<file path="config.mk">
export PLATFORM = sky130hd
export DESIGN_NAME = uart_tx_scheduler
export DESIGN_NICKNAME = d
export VERILOG_FILES = /design/src/rtl/uart_pkg.sv /design/src/rtl/uart_tx_scheduler_rr_arbiter.sv /design/src/rtl/uart_tx_scheduler.sv
export SDC_FILE = /design/constraint.sdc
export NUM_CORES = 1
export LEC_CHECK = 0
export ABC_CLOCK_PERIOD_IN_PS = 8100
export CORE_ASPECT_RATIO = 1.25
export CORE_UTILIZATION = 53
export CTS_BUF_LIST = sky130_fd_sc_hd__clkbuf_8 sky130_fd_sc_hd__clkbuf_16
export CTS_CLUSTER_SIZE = 8
export DETAILED_ROUTE_END_ITERATION = 10
export PLACE_DENSITY = 0.86
export SYNTH_ARGS = -nofsm -noshare
export SYNTH_HDL_FRONTEND = slang
export SYNTH_SLANG_ARGS = --single-unit
</file>
<file path="constraint.sdc">
create_clock -name i_clk -period 8.1 [get_ports i_clk]
set_clock_uncertainty 0.1 [all_clocks]
set_input_delay 1.215 -clock i_clk [delete_from_list [all_inputs] [get_ports i_clk]]
set_output_delay 1.215 -clock i_clk [all_outputs]
set_load 0.01 [all_outputs]
</file>
<file path="src/rtl/uart_pkg.sv">
// Shared types and defaults for the UART transmit scheduler.
package uart_pkg;

  // Scheduler FSM encoding.
  typedef enum logic [1:0] {
    ST_IDLE      = 2'd0,
    ST_LAUNCH    = 2'd1,
    ST_WAIT_DONE = 2'd2
  } sched_state_t;

  // Default byte width; matches the transmitter data path.
  localparam int SIZE_DATA_DEF = 8;

endpackage

</file>
<file path="src/rtl/uart_tx_scheduler_rr_arbiter.sv">
// Combinational round-robin selector: first valid requester above the last grant.
module rr_arbiter #(
  parameter int NUM_REQ = 4
) (
  input  logic [NUM_REQ-1:0]         i_valid,
  input  logic [$clog2(NUM_REQ)-1:0] i_last,
  output logic [NUM_REQ-1:0]         o_grant,
  output logic [$clog2(NUM_REQ)-1:0] o_idx,
  output logic                       o_any
);

  localparam int IW = $clog2(NUM_REQ);

  logic [IW-1:0] cand;

  // Scan upward from last+1 with wrap; the last candidate checked is i_last itself.
  always_comb begin
    o_grant = '0;
    o_idx   = '0;
    o_any   = 1'b0;
    cand    = '0;
    for (int i = 1; i <= NUM_REQ; i++) begin
      cand = IW'((int'(i_last) + i) % NUM_REQ);
      if (!o_any && i_valid[cand]) begin
        o_any         = 1'b1;
        o_idx         = cand;
        o_grant[cand] = 1'b1;
      end
    end
  end

endmodule

</file>
<file path="src/rtl/uart_tx_scheduler.sv">
// Schedules bytes from several requesters onto one UART transmitter.
//
// state        | meaning
// -------------+-----------------------------------------------------------
// ST_IDLE      | arbitrating; ready offered to one winner when enabled
// ST_LAUNCH    | one-cycle start strobe to the transmitter
// ST_WAIT_DONE | waiting for the done pulse, watchdog counting
module uart_tx_scheduler
  import uart_pkg::*;
#(
  parameter int NUM_REQ     = 4,
  parameter int SIZE_DATA   = SIZE_DATA_DEF,
  parameter int TIMEOUT_CYC = 65535
) (
  input  logic                         i_clk,
  input  logic                         i_rst,
  input  logic                         i_enable,
  input  logic [NUM_REQ-1:0]           i_req_valid,
  input  logic [NUM_REQ*SIZE_DATA-1:0] i_req_data,
  output logic [NUM_REQ-1:0]           o_req_ready,
  output logic                         o_tx_en,
  output logic                         o_fifo_empty,
  output logic [SIZE_DATA-1:0]         o_tx_data,
  input  logic                         i_tx_done,
  output logic [$clog2(NUM_REQ)-1:0]   o_grant_id,
  output logic                         o_busy,
  output logic [NUM_REQ-1:0]           o_done,
  output logic                         o_timeout
);

  localparam int IW = $clog2(NUM_REQ);
  localparam int CW = $clog2(TIMEOUT_CYC + 1);
  localparam logic [CW-1:0] CNT_LAST = CW'(TIMEOUT_CYC - 1);

  sched_state_t state_q, state_d;

  logic [IW-1:0]        last_grant_q;
  logic [CW-1:0]        cnt_q;
  logic [NUM_REQ-1:0]   arb_grant;
  logic [IW-1:0]        arb_idx;
  logic                 arb_any;
  logic [SIZE_DATA-1:0] win_data;
  logic                 accept;
  logic                 done_hit;
  logic                 timeout_hit;

  rr_arbiter #(
    .NUM_REQ(NUM_REQ)
  ) u_arb (
    .i_valid(i_req_valid),
    .i_last (last_grant_q),
    .o_grant(arb_grant),
    .o_idx  (arb_idx),
    .o_any  (arb_any)
  );

  // Pick the winning requester's byte with constant slices.
  always_comb begin
    win_data = '0;
    for (int k = 0; k < NUM_REQ; k++) begin
      if (arb_idx == IW'(k)) win_data = i_req_data[k*SIZE_DATA +: SIZE_DATA];
    end
  end

  // Next-state logic; done takes priority over the watchdog terminal count.
  always_comb begin
    state_d     = state_q;
    accept      = 1'b0;
    done_hit    = 1'b0;
    timeout_hit = 1'b0;
    case (state_q)
      ST_IDLE: begin
        if (i_enable && arb_any) begin
          accept  = 1'b1;
          state_d = ST_LAUNCH;
        end
      end
      ST_LAUNCH: state_d = ST_WAIT_DONE;
      ST_WAIT_DONE: begin
        if (i_tx_done) begin
          done_hit = 1'b1;
          state_d  = ST_IDLE;
        end else if (cnt_q == CNT_LAST) begin
          timeout_hit = 1'b1;
          state_d     = ST_IDLE;
        end
      end
      default: state_d = ST_IDLE;
    endcase
  end

  assign o_req_ready  = (state_q == ST_IDLE && i_enable) ? arb_grant : '0;
  assign o_tx_en      = (state_q == ST_LAUNCH);
  assign o_fifo_empty = (state_q != ST_LAUNCH);
  assign o_busy       = (state_q != ST_IDLE);

  // State, holding register, pointer, watchdog and completion pulses.
  always_ff @(posedge i_clk or posedge i_rst) begin
    if (i_rst) begin
      state_q      <= ST_IDLE;
      o_tx_data    <= '0;
      o_grant_id   <= '0;
      last_grant_q <= IW'(NUM_REQ - 1);
      cnt_q        <= '0;
      o_done       <= '0;
      o_timeout    <= 1'b0;
    end else begin
      state_q <= state_d;
      if (accept) begin
        o_tx_data    <= win_data;
        o_grant_id   <= arb_idx;
        last_grant_q <= arb_idx;
      end
      if (state_q == ST_LAUNCH)         cnt_q <= '0;
      else if (state_q == ST_WAIT_DONE) cnt_q <= cnt_q + CW'(1);
      o_done <= '0;
      if (done_hit) o_done[o_grant_id] <= 1'b1;
      o_timeout <= timeout_hit;
    end
  end

endmodule

</file>
# [Word level (Yosys, flattened, before mapping)]
# Index checks and enable logic that the tools add are counted.
[word_totals] reg_bits=35 inputBits=40
[classes] reduce_logical=18 n_bitwise=3 n_mux=49 addsub=5 n_eq_ne=9 magnitude_cmp=10
[op_table] op="2-to-1 mux 16 bit" n=2
[op_table] op="2-to-1 mux 8 bit" n=4
[op_table] op="2-to-1 mux 4 bit" n=6
[op_table] op="2-to-1 mux 1 bit" n=20
[op_table] op="adder 16 x 1 -> 16 bit, second input constant" n=1
[op_table] op="== test 16 bit, second input constant" n=1
[op_table] op="less-than comparator 2 x 3 -> 1 bit, second input constant" n=5
[op_table] op="2-to-1 mux 2 bit" n=7
[op_table] op="OR 4 bit" n=3
[op_table] op="demux 1 bit (select 2 bit)" n=5
[op_table] op="greater-or-equal comparator 2 x 1 -> 1 bit, second input constant" n=5
[op_table] op="logical AND 1 bit" n=10
[op_table] op="binary-select mux 1 bit (select 2 bit)" n=4
[op_table] op="== test 2 bit, second input constant" n=3
[op_table] op="case mux 2 bit (3 select lines)" n=1
[op_table] op="adder 2 x 1 -> 2 bit, second input constant" n=2
[op_table] op="adder 2 bit, second input constant" n=2
[op_table] op="== test 2 x 1 -> 1 bit, second input constant" n=2
[op_table] op="zero test 2 bit" n=2
[op_table] op="nonzero test 2 bit" n=2
[op_table] op="zero test 1 bit" n=3
[op_table] op="!= test 3 bit, second input constant" n=1
[op_table] op="!= test 2 x 1 -> 1 bit, second input constant" n=1
[op_table] op="!= test 2 bit, second input constant" n=1
[op_table] op="AND reduction 2 bit" n=1

# [Depth between registers and ports, before layout]
[logic_depth] ltp_word=18 ltp_mapped=11 depth_no_buf=8

# [Cells and area by module]
# A second synthesis with hierarchy kept.
[unflattened] cells_unflattened=240 hier_area_um2=2404.8
[modules_own_cells] mod="uart_tx_scheduler" cells_each=172 n_inst=1 area_each_um2=1879.3 seq_area_each_um2=878.3
[modules_own_cells] mod="rr_arbiter" cells_each=68 n_inst=1 area_each_um2=525.5 seq_area_each_um2=0.0

# [Least setup slack after synthesis]
# OpenSTA, ideal clock, no wires.
[synth_path] kind="register to output" start="reg last_grant_q[0]" end="out o_req_ready[0]" stages_incl_launch_ff=10 t_arrival_ns=2.472 n_path_buf=2 t_required_ns=6.785 path_slack_ns=4.313 cell_sequence="dfstp_2 bufbuf_8 inv_1 ha_1 clkbuf_2 mux4_2 or2_4 nor2_1 a221oi_1 nor2_1"
[synth_between] elab_chain_len=14
[synth_rtl] element="from (decl)" line="uart_tx_scheduler.sv:37" source="logic [IW-1:0] last_grant_q;"
[synth_rtl] element="from (signal assigned)" line="uart_tx_scheduler.sv:103" source="last_grant_q <= IW'(NUM_REQ - 1);"
[synth_rtl] element="from (signal assigned)" line="uart_tx_scheduler.sv:112" source="last_grant_q <= arb_idx;"
[synth_rtl] element="branches (longest 12 deep; another with less-than comparator 2 x 3 -> 1 bit)"
[synth_rtl] element="2-to-1 mux 4 bit *" line="uart_tx_scheduler_rr_arbiter.sv:24" source="if (!o_any && i_valid[cand]) begin"
[synth_rtl] element="2-to-1 mux 4 bit *" line="uart_tx_scheduler.sv:92" source="assign o_req_ready = (state_q == ST_IDLE && i_enable) ? arb_grant : '0;"
[synth_rtl] element="to (decl)" line="uart_tx_scheduler.sv:20" source="output logic [NUM_REQ-1:0] o_req_ready,"
# Mark *: on every way between the ends. The select of a mux whose other input is x is not followed.

# [Worst setup path after layout]
[layout_path] start="in i_req_valid[2]" end="out o_req_ready[0]"
[layout_between] elab_chain_len=13
[layout_rtl] element="from (decl)" line="uart_tx_scheduler.sv:18" source="input logic [NUM_REQ-1:0] i_req_valid,"
[layout_rtl] element="binary-select mux 1 bit (select 2 bit)" line="uart_tx_scheduler_rr_arbiter.sv:24"
[layout_rtl] element="2-to-1 mux 1 bit (not written as such)" line="uart_tx_scheduler_rr_arbiter.sv:24"
[layout_rtl] element="2-to-1 mux 1 bit" line="uart_tx_scheduler_rr_arbiter.sv:24"
[layout_rtl] element="zero test 1 bit" line="uart_tx_scheduler_rr_arbiter.sv:24"
[layout_rtl] element="logical AND 1 bit" line="uart_tx_scheduler_rr_arbiter.sv:24"
[layout_rtl] element="2-to-1 mux 1 bit" line="uart_tx_scheduler_rr_arbiter.sv:24"
[layout_rtl] element="zero test 1 bit" line="uart_tx_scheduler_rr_arbiter.sv:24"
[layout_rtl] element="logical AND 1 bit" line="uart_tx_scheduler_rr_arbiter.sv:24"
[layout_rtl] element="2-to-1 mux 1 bit" line="uart_tx_scheduler_rr_arbiter.sv:24"
[layout_rtl] element="zero test 1 bit" line="uart_tx_scheduler_rr_arbiter.sv:24"
[layout_rtl] element="logical AND 1 bit" line="uart_tx_scheduler_rr_arbiter.sv:24"
[layout_rtl] element="2-to-1 mux 4 bit *" line="uart_tx_scheduler_rr_arbiter.sv:24"
[layout_rtl] element="2-to-1 mux 4 bit *" line="uart_tx_scheduler.sv:92"
# Every way passes the cells marked *; elsewhere a longest branch is shown, timed or not. The select of a mux whose other input is x is not followed.

==> impl_metrics.py <==
metrics = {
    "global_route": {
        "grt_usage": 0.228,
        "overflow": 0,
        "grt_pass1_vias": 1900,
        "grt_pass1_wl_um": 8050,
        "grt_antenna_before_repair": 0,
        "grt_max_degree": 36,
    },
    "clocking": {
        "clock_path_buffers": 2,
        "cts_tree": "yes",
        "clk_pin_slew_ps": 70,
        "cts.sinks": 35,
        "postCtsSetupRepairBufs": 0,
        "clock_latency_ps": 290,
        "cts_buffers": 5,
        "htreeDepth": 2,
        "cts.repair.resized": 0,
        "root_buffer": "clkbuf_8",
        "postCtsHoldBufs": 0,
    },
    "worst_hold_path": {
        "hp-class": "reg -> reg",
    },
    "synth": {
        "syn_nets": 283,
        "ys_async_sr_fraction": 1.00,
        "synth_seq_cells": 35,
        "yosysUniqueCellTypes": 53,
        "syn_area_per_cell_um2": 10.4,
        "synthesis.area_um2": 2370,
        "ys_seq_area_frac": 0.370,
        "synth_ff_type": "dfrtp_1",
        "synth-edff-count": 0,
        "synthCells": 229,
        "yosys_warnings": 0,
    },
    "timing": {
        "fin_crit_sh": 0.623,
        "worst_pin_slew_ps": 1150,
        "period_needed_ps": 5050,
        "fmax_ghz": 0.198,
        "setup_viol": 0,
        "max_slew_margin": 0.232,
        "fin_setup_tns_ps": 0,
        "report.final.hold_viol_count": 0,
        "slew_violations": 0,
        "grt_setup_unrepaired": "false",
    },
    "setup_path": {
        "regToRegSetupSlack_ps": 3950,
        "cp-startpoint": "i_req_valid[2]",
        "endpoint": "o_req_ready[0]",
        "criticalPathCategory": "in -> out",
        "cp.arrival_ps": 3730,
        "critPathLaunchType": "input port",
        "path_max_fanout": 13,
        "worstReg2RegEnd": "o_tx_data[4]$_DFFE_PP0P_",
        "end_kind": "output port",
        "rr_startpoint": "last_grant_q[0]$_DFFE_PP1P_",
        "worstRegToRegCells": 8,
        "critPathRequiredTime_ps": 6780,
    },
    "die": {
        "dieArea_um2": 4750,
        "io_pins": 62,
        "fp.dieW_um": 61.8,
        "row_count": 26,
        "die_h_um": 76.8,
        "start_util": 0.565,
        "core-area_um2": 4200,
    },
    "drt": {
        "ant_nets": 0,
        "vias": 1914,
        "drtIter0Drc": 93,
        "vias_per_cell": 5.52,
        "dr.pass1.iters": 4,
        "post-route-drc-count": 0,
        "totalWireLength_um": 5120,
        "wire_per_inst_um": 14.8,
    },
    "outcome": {
        "status": "finished, final reports clean",
    },
    "place": {
        "gp_congestion": 0.827,
        "port_buffers": 61,
        "dpl-instance-area_um2": 3000,
        "hpwl_um": 3810,
    },
    "power": {
        "pwr_density_cell_nw_per_um2": 364,
        "vdd_drop_max_mv": 0.281,
        "cellLeakagePower_uw": 0.00133,
    },
    "finish": {
        "nets": 344,
        "drive_gt1_frac": 0.127,
        "fin_area_um2": 3080,
        "diodes": 0,
        "postLayoutCoreUtil": 0.734,
        "synthToLayoutAreaGrowth_pct": 29.9,
    },
    "run": {
        "maxCapViolCount": 0,
    },
}
[how the worst min path moves through the flow]
stage,from,cells after the start,to
floorplan,state_q[0]$_DFFE_PP0P_,1,state_q[0]$_DFFE_PP0P_
global placement,o_grant_id[1]$_DFFE_PP0P_,1,o_done[1]$_DFF_PP0_
global route,o_grant_id[1]$_DFFE_PP0P_,1,o_done[0]$_DFF_PP0_
CTS,o_grant_id[1]$_DFFE_PP0P_,1,o_done[0]$_DFF_PP0_
detailed placement,o_grant_id[1]$_DFFE_PP0P_,1,o_done[1]$_DFF_PP0_
finish,o_grant_id[1]$_DFFE_PP0P_,1,o_done[1]$_DFF_PP0_
[stage by stage]
stage	setup slack, ps	cells	hold WS (ps)	power (µW)
3_5_place_dp	3080	339	400	1010
2_1_floorplan	4310	229	394	840
6_report	3050	347	406	1120
4_1_cts	3080	347	413	1130
5_1_grt	2950	347	439	1200
3_3_place_gp	3170	339	368	983
[registers in the layout, indices dropped and copies added (netlist names)]
register      count
cnt_q            16
o_tx_data         8
o_done            4
last_grant_q      2
o_grant_id        2
state_q           2
o_timeout         1
[worst max-delay path: stages]
cell and delay [ps]:
clkdlybuf4s50_1 530, mux4_2 670, or2_4 320, nor2_1 240
a221oi_1 130, nor2_1 100, clkdlybuf4s50_1 540
[cell usage in the layout, fill, tap and decap left out, types with 5 or more instances in the layout]
cell type and n:
xnor2_1 6, a221oi_2 7, inv_1 14, mux2i_1 18, nand3_1 6, clkbuf_8 5
nand2_1 13, nor2_1 37, xor2_1 6, dfrtp_1 33, clkdlybuf4s50_1 61, ha_1 14
[where the power goes]
part	internal, µW	switching, µW
Clock	58.7	62.2
Sequential	229	58.2
Combinational	346	366
[layout make-up]
type,instances,area [µm²]
Multi-Input combinational cell,173,1380
Tap cell,56,70.1
Clock buffer,5,68.8
Fill cell,311,1120
Sequential cell,35,878
Timing Repair Buffer,62,618
Clock inverter,3,16.3
Inverter,13,48.8
[cell usage after synthesis, types with 6 or more instances]
cell	instances	share of area
inv_1	13	0.021
nor2_1	37	0.059
mux2i_1	18	0.076
nand2_1	13	0.021
nand3_1	6	0.013
dfrtp_1	33	0.35
ha_1	14	0.074
xor2_1	6	0.022
a221oi_2	7	0.044
xnor2_1	6	0.022
[metal layers]
| metal | share of wire | vias to the layer above | GRT usage |
|---|---|---|---|
| met5 | 0 | - | 0 |
| met4 | 0.015 | 0 | 0.0956 |
| met3 | 0.049 | 8 | 0.0540 |
| met2 | 0.52 | 53 | 0.400 |
| met1 | 0.41 | 916 | 0.250 |
| li1 | - | 937 | - |
[kinds of logic after synthesis]
group                      after synthesis  synth area share
buffers and inverters                   21            0.0480
DFF                                     35             0.370
adders and majority gates               14            0.0738
muxes                                   26             0.133
xor gates and xnor gates                12            0.0443
AOI/OAI and AO/OA                       33             0.138
and+or+nand+nor                         88             0.193
No activity file was read; power rests on OpenSTA's default activity.
